**src/rtl/stack_pkg.sv**
```systemverilog
// Shared types for the brus16 data-stack controller.
// Op encodings, FSM states and datapath widths.
package stack_pkg;

  localparam int OP_W   = 3;
  localparam int DATA_W = 16;

  typedef enum logic [OP_W-1:0] {
    OP_NOP   = 3'd0,
    OP_PUSH  = 3'd1,
    OP_POP   = 3'd2,
    OP_BINOP = 3'd3,
    OP_DUP   = 3'd4,
    OP_SWAP  = 3'd5,
    OP_CLR   = 3'd6,
    OP_RSVD  = 3'd7
  } op_e;

  typedef enum logic {
    IDLE  = 1'b0,
    SWAP2 = 1'b1
  } state_t;

endpackage

```
**src/rtl/stack_ctrl.sv**
```systemverilog
// Data-stack pointer/sequencing controller for brus16.
// Optional STACK_CTRL_HIWATER_EN adds a max-depth output.
module stack_ctrl
  import stack_pkg::*;
#(
  parameter int WIDTH = 13,
  parameter int SIZE  = 8192
) (
  input  logic              clk,
  input  logic              rst_n,
  input  logic              op_valid,
  output logic              op_ready,
  input  logic [OP_W-1:0]   op,
  input  logic [DATA_W-1:0] push_data,
  output logic [DATA_W-1:0] tos,
  output logic [DATA_W-1:0] nos,
  output logic [WIDTH:0]    depth,
  output logic              err_overflow,
  output logic              err_underflow,
  output logic [WIDTH-1:0]  mem_dout_addr0,
  input  logic [DATA_W-1:0] mem_dout0,
  output logic [WIDTH-1:0]  mem_dout_addr1,
  input  logic [DATA_W-1:0] mem_dout1,
  output logic              mem_we,
  output logic [WIDTH-1:0]  mem_din_addr,
  output logic [DATA_W-1:0] mem_din
`ifdef STACK_CTRL_HIWATER_EN
  ,
  output logic [WIDTH:0]    hiwater
`endif
);

  localparam logic [WIDTH:0] ONE    = (WIDTH+1)'(1);
  localparam logic [WIDTH:0] TWO    = (WIDTH+1)'(2);
  localparam logic [WIDTH:0] SIZE_V = (WIDTH+1)'(SIZE);

  state_t             state, state_n;
  logic [WIDTH:0]     sp, sp_n;
  logic [DATA_W-1:0]  swap_q;
  logic               swap_ld;
  logic               ovf_set, unf_set, clr;
  logic               has1, has2, full, accept;
  logic [WIDTH:0]     sp_m1, sp_m2;

  assign sp_m1  = sp - ONE;
  assign sp_m2  = sp - TWO;
  assign has1   = sp >= ONE;
  assign has2   = sp >= TWO;
  assign full   = sp >= SIZE_V;

  assign op_ready = (state == IDLE);
  assign accept   = op_valid & op_ready;
  assign depth    = sp;

  assign mem_dout_addr0 = sp_m1[WIDTH-1:0];
  assign mem_dout_addr1 = sp_m2[WIDTH-1:0];
  assign tos = has1 ? mem_dout0 : '0;
  assign nos = has2 ? mem_dout1 : '0;

  always_comb begin
    state_n      = state;
    sp_n         = sp;
    mem_we       = 1'b0;
    mem_din_addr = sp[WIDTH-1:0];
    mem_din      = push_data;
    swap_ld      = 1'b0;
    ovf_set      = 1'b0;
    unf_set      = 1'b0;
    clr          = 1'b0;
    if (state == SWAP2) begin
      // second half of SWAP: old tos lands in the nos slot
      mem_we       = 1'b1;
      mem_din_addr = sp_m2[WIDTH-1:0];
      mem_din      = swap_q;
      state_n      = IDLE;
    end else if (accept) begin
      unique case (op_e'(op))
        OP_PUSH: begin
          if (full) ovf_set = 1'b1;
          else begin
            mem_we = 1'b1;
            sp_n   = sp + ONE;
          end
        end
        OP_POP: begin
          if (!has1) unf_set = 1'b1;
          else sp_n = sp_m1;
        end
        OP_BINOP: begin
          if (!has2) unf_set = 1'b1;
          else begin
            mem_we       = 1'b1;
            mem_din_addr = sp_m2[WIDTH-1:0];
            sp_n         = sp_m1;
          end
        end
        OP_DUP: begin
          if (!has1) unf_set = 1'b1;
          else if (full) ovf_set = 1'b1;
          else begin
            mem_we  = 1'b1;
            mem_din = tos;
            sp_n    = sp + ONE;
          end
        end
        OP_SWAP: begin
          if (!has2) unf_set = 1'b1;
          else begin
            mem_we       = 1'b1;
            mem_din_addr = sp_m1[WIDTH-1:0];
            mem_din      = nos;
            swap_ld      = 1'b1;
            state_n      = SWAP2;
          end
        end
        OP_CLR: begin
          clr  = 1'b1;
          sp_n = '0;
        end
        default: ;
      endcase
    end
  end

  always_ff @(posedge clk or negedge rst_n) begin
    if (!rst_n) begin
      state         <= IDLE;
      sp            <= '0;
      swap_q        <= '0;
      err_overflow  <= 1'b0;
      err_underflow <= 1'b0;
    end else begin
      state <= state_n;
      sp    <= sp_n;
      if (swap_ld) swap_q <= tos;
      err_overflow  <= !clr & (err_overflow | ovf_set);
      err_underflow <= !clr & (err_underflow | unf_set);
    end
  end

`ifdef STACK_CTRL_HIWATER_EN
  always_ff @(posedge clk or negedge rst_n) begin
    if (!rst_n) hiwater <= '0;
    else if (clr) hiwater <= '0;
    else if (sp_n > hiwater) hiwater <= sp_n;
  end
`endif

endmodule

```
**config.mk**
```make
export PLATFORM = sky130hd
export DESIGN_NAME = stack_ctrl
export DESIGN_NICKNAME = d
export VERILOG_FILES = /design/src/rtl/stack_pkg.sv /design/src/rtl/stack_ctrl.sv
export SDC_FILE = /design/constraint.sdc
export NUM_CORES = 1
export LEC_CHECK = 0
export CAP_MARGIN = 0
export CORE_UTILIZATION = 30
export DETAILED_ROUTE_END_ITERATION = 16
export PLACE_DENSITY = 0.61
export SYNTH_ARGS = -nofsm -noshare
export SYNTH_HDL_FRONTEND = slang
export SYNTH_SLANG_ARGS = --single-unit
```
**constraint.sdc**
```tcl
create_clock -name clk -period 3.9 [get_ports clk]
set_input_delay 0.78 -clock clk [delete_from_list [all_inputs] [get_ports clk]]
set_output_delay 0.78 -clock clk [all_outputs]
set_load 0.02 [all_outputs]
```
==> results.tsv, run 1 <==
stage	metric	value	unit
status	status	complete, no violations	
pwr	Pwr Total	4650	uW
clock_network	H-tree levels	2	
synth	yosys warns	0	
synth	top cells by area, synth	dfrtp_1, and2_1, mux2_2	
floorplanning	core area	0.0111	mm2
synth	Synth Area in XOR/XNOR	0.0605	
place	DP HPWL	10700	um
clock_network	CTS root buf	clkbuf_16	
place	I/O Buffers	158	
floorplanning	Row Count	38	
synth	Post-Syn Instances	447	
floorplanning	die footprint	0.0120	mm2
finish	final non-filler cell area	0.00565	mm2
drt	mean routed wirelength per cell	18.8	um
synth	post-synth top area share	0.238	
synth	number of synthesized flops with an enable pin	0	
critical_path	Reg2Reg Launch Point	depth[0]	
critical_path	WP data required	3.12	ns
critical_path	worst-path fanout max	7	
grt	initial antenna violation count	0	
finish	layout cell share with drive strength beyond 1	0.153	
critical_path	Worst R2R Path Depth	9	
critical_path	worst setup path class	in -> out	
synth	Synth Net Count	508	
sta	Max Slew Vio Count	0	
sta	Max Freq	0.264	GHz
sta	final period utilization	0.972	
critical_path	Worst Setup Start Kind	input pin	
grt	number of global-route vias before repair	3985	
pwr	Leak	0.00242	uW
critical_path	Crit. End Element	output port	
synth	post-synth top area cell	dfrtp_1	
synth	Mapped Area	0.00347	mm2
sta	RSZ-0062 raised after global routing	false	
clock_network	# clock sinks	33	
grt	first-pass GRT wire length	21500	um
critical_path	CP Launch Point	op[2]	
drt	routed vias	4285	
critical_path	delay-heaviest family, CP	buffers and inverters	
finish	Area growth, synth to finish	62.7	%
critical_path	cell depth of the worst setup path	7	
grt	Congestion Overflow GR	0	
drt	DR DRC count	0	
pwr	pwr dens	822	mW/mm2
critical_path	Worst R2R End	depth[0]	
clock_network	worst skew pair latency	0.29	ns
flow_run	Max-cap violations	0	
synth	syn_area_per_cell	7.77	um2
synth	largest family of logic cells by synthesized area	simple AND/OR/NAND/NOR gates	
drt	DRT Pass-1 Iters	5	
clock_network	cts-stage hold buffer count	0	
synth	Main synth FF type	dfrtp_1	
synth	post-synthesis mux area share	0.0576	
critical_path	crit path to	mem_din_addr[8]	
floorplanning	num ports	159	
synth	ys async rst share	1.00	
clock_network	total CTS buffers	5	
place	routability congestion estimate	0.863	
sta	Final Hold Vio Count	0	
synth	register bit total from synthesis	33	
critical_path	Buf/Inv on CP	2	
critical_path	CP arrival	3.01	ns
clock_network	clk buf depth	2	
critical_path	slowest stage delay, CP	0.66	ns
synth	Distinct cells, synth	64	
sta	Final setup viols	0	
floorplanning	Die Wd	110	um
clock_network	post-CTS resize count	1	
synth	compound-gate portion of the synthesized area	0.266	
grt	Total Routing Usage GR	0.235	
sta	Slew headroom	0.465	
critical_path	CP max-delay cell	clkdlybuf4s50_1	
drt	ANT nets after route	0	
clock_network	Reg clk slew, reported paths	0.05	ns
floorplanning	starting density of the core	0.314	
grt	largest net degree at the start of global routing	34	
synth	Seq/Total Area, Yosys	0.238	
hold_path	Hold WC Path Type	reg -> reg	
sta	worst slew pin tran	0.802	ns
sta	Final min period	3.79	ns
synth	Adder-Cell Fraction of Synth Area	0.0252	
clock_network	TritonCTS clock tree	built	
place	dpl cell area	0.00542	mm2
synth	Post-Synth Simple-Gate Area	0.274	
finish	antenna diode count	0	
finish	Layout Nets	682	
floorplanning	die height	110	um
finish	final core area utilization	0.510	
pwr	maximum VDD drop	0.446	mV
drt	Via density	5.62	
clock_network	Setup Buffers After CTS	0	
sta	setup tns final	0	ns
drt	DRT iter0 DRCs	446	
sta	clock skew	0.0100	ns
drt	Post-Route WL	14300	um
critical_path	critical path's most frequent cell	clkdlybuf4s50_1	
critical_path	reg2reg setup slack	0.91	ns
critical_path	crit-path cells	clkdlybuf4s50_1 > nor2b_1 > nand3_1 > a21o_4 > o221a_2 > a22oi_1 > clkdlybuf4s50_1	
## flip-flops by register name, indices dropped and copies added (netlist names)
| signal | flops |
|---|---|
| depth | 14 |
| err_overflow | 1 |
| err_underflow | 1 |
| state | 1 |
| swap_q | 16 |
## synthesized netlist by cell type, types with 2 or more instances
master	n
a211oi_1	4
a21o_1	2
a21oi_1	18
a222oi_1	16
a22oi_1	2
a31oi_1	3
a41o_1	2
a41oi_1	2
and2_1	37
and3_1	2
and4_1	2
buf_2	9
buf_4	2
buf_6	4
clkbuf_1	26
dfrtp_1	33
ha_1	7
inv_1	15
mux2_2	16
mux2i_1	2
nand2_1	45
nand2b_1	4
nand3_1	14
nand4_1	5
nor2_1	22
nor2b_1	5
nor3_1	9
nor3b_1	2
nor4_1	10
nor4_4	2
o211ai_1	5
o21ai_0	31
o21ai_1	10
o221ai_1	2
o22a_1	2
o22ai_1	6
o2bb2ai_1	2
o31ai_1	15
or3_1	5
xnor2_1	16
xor2_1	8
## report_power, final
group | leakage (uW) | internal (uW) | switching (uW)
Clock | 0.0000800 | 302 | 164
Sequential | 0.000413 | 497 | 136
Combinational | 0.00193 | 1600 | 1940
## logic make-up (layout without fill, tap and decap cells)
logic type               count (synthesis)  in the layout
XOR/XNOR                                24             24
AO/OA/AOI/OAI                          133            133
AND/OR/NAND/NOR                        173            173
adder cells (fa/ha/maj)                  7              7
flip-flops                              33             33
buffers and inverters                   59            234
multiplexers                            18             18
## metal layers
layer  part of all wire  global-route usage
met5                  0                   0
met4              0.012              0.0695
met1               0.44               0.328
met2               0.48               0.370
met3              0.065              0.0379
## layout make-up
class / count / area, um2
multi-input combinational: 355 / 2390
timing repair buffer: 210 / 2030
sequential: 33 / 827
inverter: 16 / 60.1
tap: 140 / 175
clock buffer: 5 / 125
clock inverter: 3 / 46.3
fill: 1036 / 5430
## worst min-delay path, cell delays in order, from the launching register on
cell and delay (ns):
dfrtp_1 0.35, a41oi_1 0.05, nor2_1 0.08
## how the worst min path moves through the flow
stage                       startpoint      endpoint  slack [ns]  cells past startpoint
final                     err_overflow  err_overflow        0.52                      2
after global routing        swap_q[12]    swap_q[12]        0.53                      1
after CTS                    swap_q[5]     swap_q[5]        0.51                      1
after detailed placement     swap_q[5]     swap_q[5]        0.50                      1
after global placement    err_overflow  err_overflow        0.50                      2
after floorplan                  rst_n      depth[0]        0.48                      0
## stage by stage
step,hold WS (ns),std cells,setup WS (ns)
finish,0.518,762,0.111
global route,0.532,762,0.00645
detailed placement,0.500,754,0.0650
global placement,0.497,754,0.0771
CTS,0.514,762,0.0355
floorplan,0.480,447,0.395
## cell usage in the layout (no fill, tap or decap), types with 18 or more instances in the layout
cell             instances
buf_4                   51
dlymetal6s2s_1          19
dfrtp_1                 32
and2_1                  37
o21ai_0                 31
nand2_1                 44
a21oi_1                 18
clkdlybuf4s50_1        138
nor2_1                  22
Power figures use the tool's default switching activity.
==> inputs of run 2 (changes only) <==
--- a/config.mk
+++ b/config.mk
@@ -7,8 +7,10 @@
 export LEC_CHECK = 0
 export CAP_MARGIN = 0
 export CORE_UTILIZATION = 30
+export CTS_CLUSTER_DIAMETER = 40
 export DETAILED_ROUTE_END_ITERATION = 16
 export PLACE_DENSITY = 0.61
+export REMOVE_ABC_BUFFERS = 1
 export SYNTH_ARGS = -nofsm -noshare
 export SYNTH_HDL_FRONTEND = slang
 export SYNTH_SLANG_ARGS = --single-unit
==> results.tsv, run 2 (synthesized netlist as in run 1, its figures left out) <==
stage	metric	value	unit	change
status	status	complete, no violations		unchanged
place	routability congestion estimate	0.917		was 0.863
critical_path	reg2reg setup slack	1.05	ns	was 0.91 ns
drt	mean routed wirelength per cell	18.8	um	about the same
drt	DRT iter0 DRCs	384		was 446
critical_path	CP max-delay cell	clkdlybuf4s50_1		unchanged
critical_path	worst-path fanout max	3		was 7
clock_network	worst skew pair latency	0.28	ns	was 0.29 ns
grt	Congestion Overflow GR	0		unchanged
floorplanning	num ports	159		unchanged
sta	Fin Hold WS	0.502	ns	was 0.518 ns
drt	routed vias	4280		was 4,285
floorplanning	Row Count	38		unchanged
critical_path	Crit. End Element	output port		unchanged
finish	largest reg by FF count	swap_q		unchanged
grt	first-pass GRT wire length	21900	um	was 21,500 um
critical_path	crit-path cells	clkdlybuf4s50_1 > nor2b_1 > buf_4 > a21oi_1 > a211oi_1 > buf_4 > o21ai_0 > o211ai_1 > clkdlybuf4s50_1		was clkdlybuf4s50_1 > nor2b_1 > nand3_1 > a21o_4 > o221a_2 > a22oi_1 > clkdlybuf4s50_1
floorplanning	die footprint	0.0120	mm2	unchanged
pwr	pwr dens	818	mW/mm2	was 822 mW/mm2
critical_path	CP Launch Point	op[2]		unchanged
finish	Area growth, synth to finish	62.4	%	was 62.7%
floorplanning	die height	110	um	unchanged
clock_network	H-tree levels	2		unchanged
pwr	Pwr Total	4620	uW	was 4650 uW
floorplanning	Die Wd	110	um	unchanged
flow_run	Max-cap violations	0		unchanged
sta	Max Freq	0.262	GHz	was 0.264 GHz
finish	Layout Nets	685		was 682
pwr	maximum VDD drop	0.473	mV	was 0.446 mV
sta	Slew headroom	0.608		was 0.465
critical_path	slowest stage delay, CP	0.64	ns	was 0.66 ns
finish	layout cell share with drive strength beyond 1	0.154		was 0.153
clock_network	TritonCTS clock tree	built		unchanged
grt	Total Routing Usage GR	0.237		was 0.235
sta	Max Slew Vio Count	0		unchanged
drt	DRT Pass-1 Iters	8		was 5
critical_path	Reg2Reg Launch Point	depth[0]		unchanged
drt	ANT nets after route	0		unchanged
finish	Fillers	1090		was 1,036
place	Inst Count DP	756		was 754
sta	worst slew pin tran	0.583	ns	was 0.802 ns
finish	antenna diode count	0		unchanged
floorplanning	core area	0.0111	mm2	unchanged
sta	clock skew	0.00484	ns	was 0.0100 ns
critical_path	Worst Setup Start Kind	input pin		unchanged
finish	final non-filler cell area	0.00564	mm2	was 0.00565 mm2
finish	Largest register FFs	16		unchanged
drt	Post-Route WL	14400	um	was 14,300 um
clock_network	CTS root buf	clkbuf_16		unchanged
critical_path	worst setup path class	in -> out		unchanged
hold_path	WHS Path Cells	2		unchanged
clock_network	Reg clk slew, reported paths	0.05	ns	about the same
sta	Final setup viols	0		unchanged
floorplanning	starting density of the core	0.314		unchanged
clock_network	total CTS buffers	5		unchanged
sta	final period utilization	0.978		was 0.972
sta	Final min period	3.81	ns	was 3.79 ns
critical_path	Worst R2R End	depth[0]		unchanged
critical_path	Worst R2R Path Depth	9		unchanged
pwr	Leak	0.00235	uW	was 0.00242 uW
critical_path	CP arrival	3.03	ns	was 3.01 ns
hold_path	Hold Path Sink	err_overflow		unchanged
sta	RSZ-0062 raised after global routing	true		was false
sta	Final Hold Vio Count	0		unchanged
critical_path	WP data required	3.12	ns	about the same
clock_network	# clock sinks	33		unchanged
hold_path	Hold WC Path Type	reg -> reg		unchanged
finish	commonest non-fill, non-tap cell in the layout	clkdlybuf4s50_1		unchanged
grt	largest net degree at the start of global routing	35		was 34
place	I/O Buffers	158		unchanged
place	DP HPWL	11000	um	was 10,700 um
hold_path	critical hold path startpoint	err_overflow		unchanged
finish	most frequent cells in the layout	clkdlybuf4s50_1, buf_4, nand2_1, and2_1, dfrtp_1		unchanged
grt	number of global-route vias before repair	4010		was 3,985
finish	Non-Filler Instances	765		was 762
place	dpl cell area	0.00545	mm2	was 0.00542 mm2
drt	DR DRC count	0		unchanged
grt	initial antenna violation count	0		unchanged
clock_network	clk buf depth	2		unchanged
drt	Via density	5.59		was 5.62
==> run 2: cell count changes in the layout (fill, tap and decap cells not counted), moves of 2 or more <==
| cell | previous run | this run |
|---|---|---|
| buf_4 | 51 | 53 |
| clkdlybuf4s50_1 | 138 | 148 |
| clkinv_2 | 0 | 2 |
| dlymetal6s2s_1 | 19 | 10 |
==> run 2: where the power goes <==
part           internal [uW]  switching [uW]  total (uW)  leakage [uW]
Clock                    234             150         384     0.0000696
Sequential               497             115         612      0.000414
Combinational           1640            1980        3620       0.00186
Total                   2370            2240        4620       0.00235
==> run 2: repair_timing <==
item                       4_1_cts  5_1_grt
setup endpoints to repair        0       22
hold buffers                     0        0
setup buffers                    0        1
gates resized for setup          0       14
==> run 2: metrics by stage <==
stage	setup WS, ns	util	setup TNS, ns
floorplan	0.125	-	0
detailed placement	0.0741	0.492	0
global route	-0.0347	0.509	-0.0831
CTS	0.0381	0.505	0
global placement	0.0576	0.492	0
finish	0.0863	0.509	0
==> run 2: layer usage <==
metal	share of wire	GRT usage
met5	0	0
met4	0.021	0.0743
met3	0.060	0.0207
met2	0.48	0.368
met1	0.44	0.344
==> run 2: worst max path at each step <==
stage | cells past startpoint | to
detailed placement | 8 | mem_din_addr[12]
floorplan | 7 | mem_din[10]
CTS | 9 | mem_din[6]
finish | 9 | mem_din_addr[3]
global route | 9 | mem_din_addr[11]
global placement | 8 | mem_din_addr[12]
==> run 2: layout make-up <==
cell class                      instances  area, um2  area share
Inverter                               16       60.1      0.0106
Clock buffer                            5        125      0.0222
Multi-Input combinational cell        355       2390       0.424
Tap cell                              140        175      0.0310
Timing Repair Buffer                  213       2040       0.362
Sequential cell                        33        826       0.146
Clock inverter                          3       17.5     0.00310
==> run 2: critical path: cells and delay by family <==
family / cells / cell delay (ns)
buffers and inverters: 4 / 1.46
and+or+nand+nor: 1 / 0.23
AOI/OAI and AO/OA: 4 / 0.56
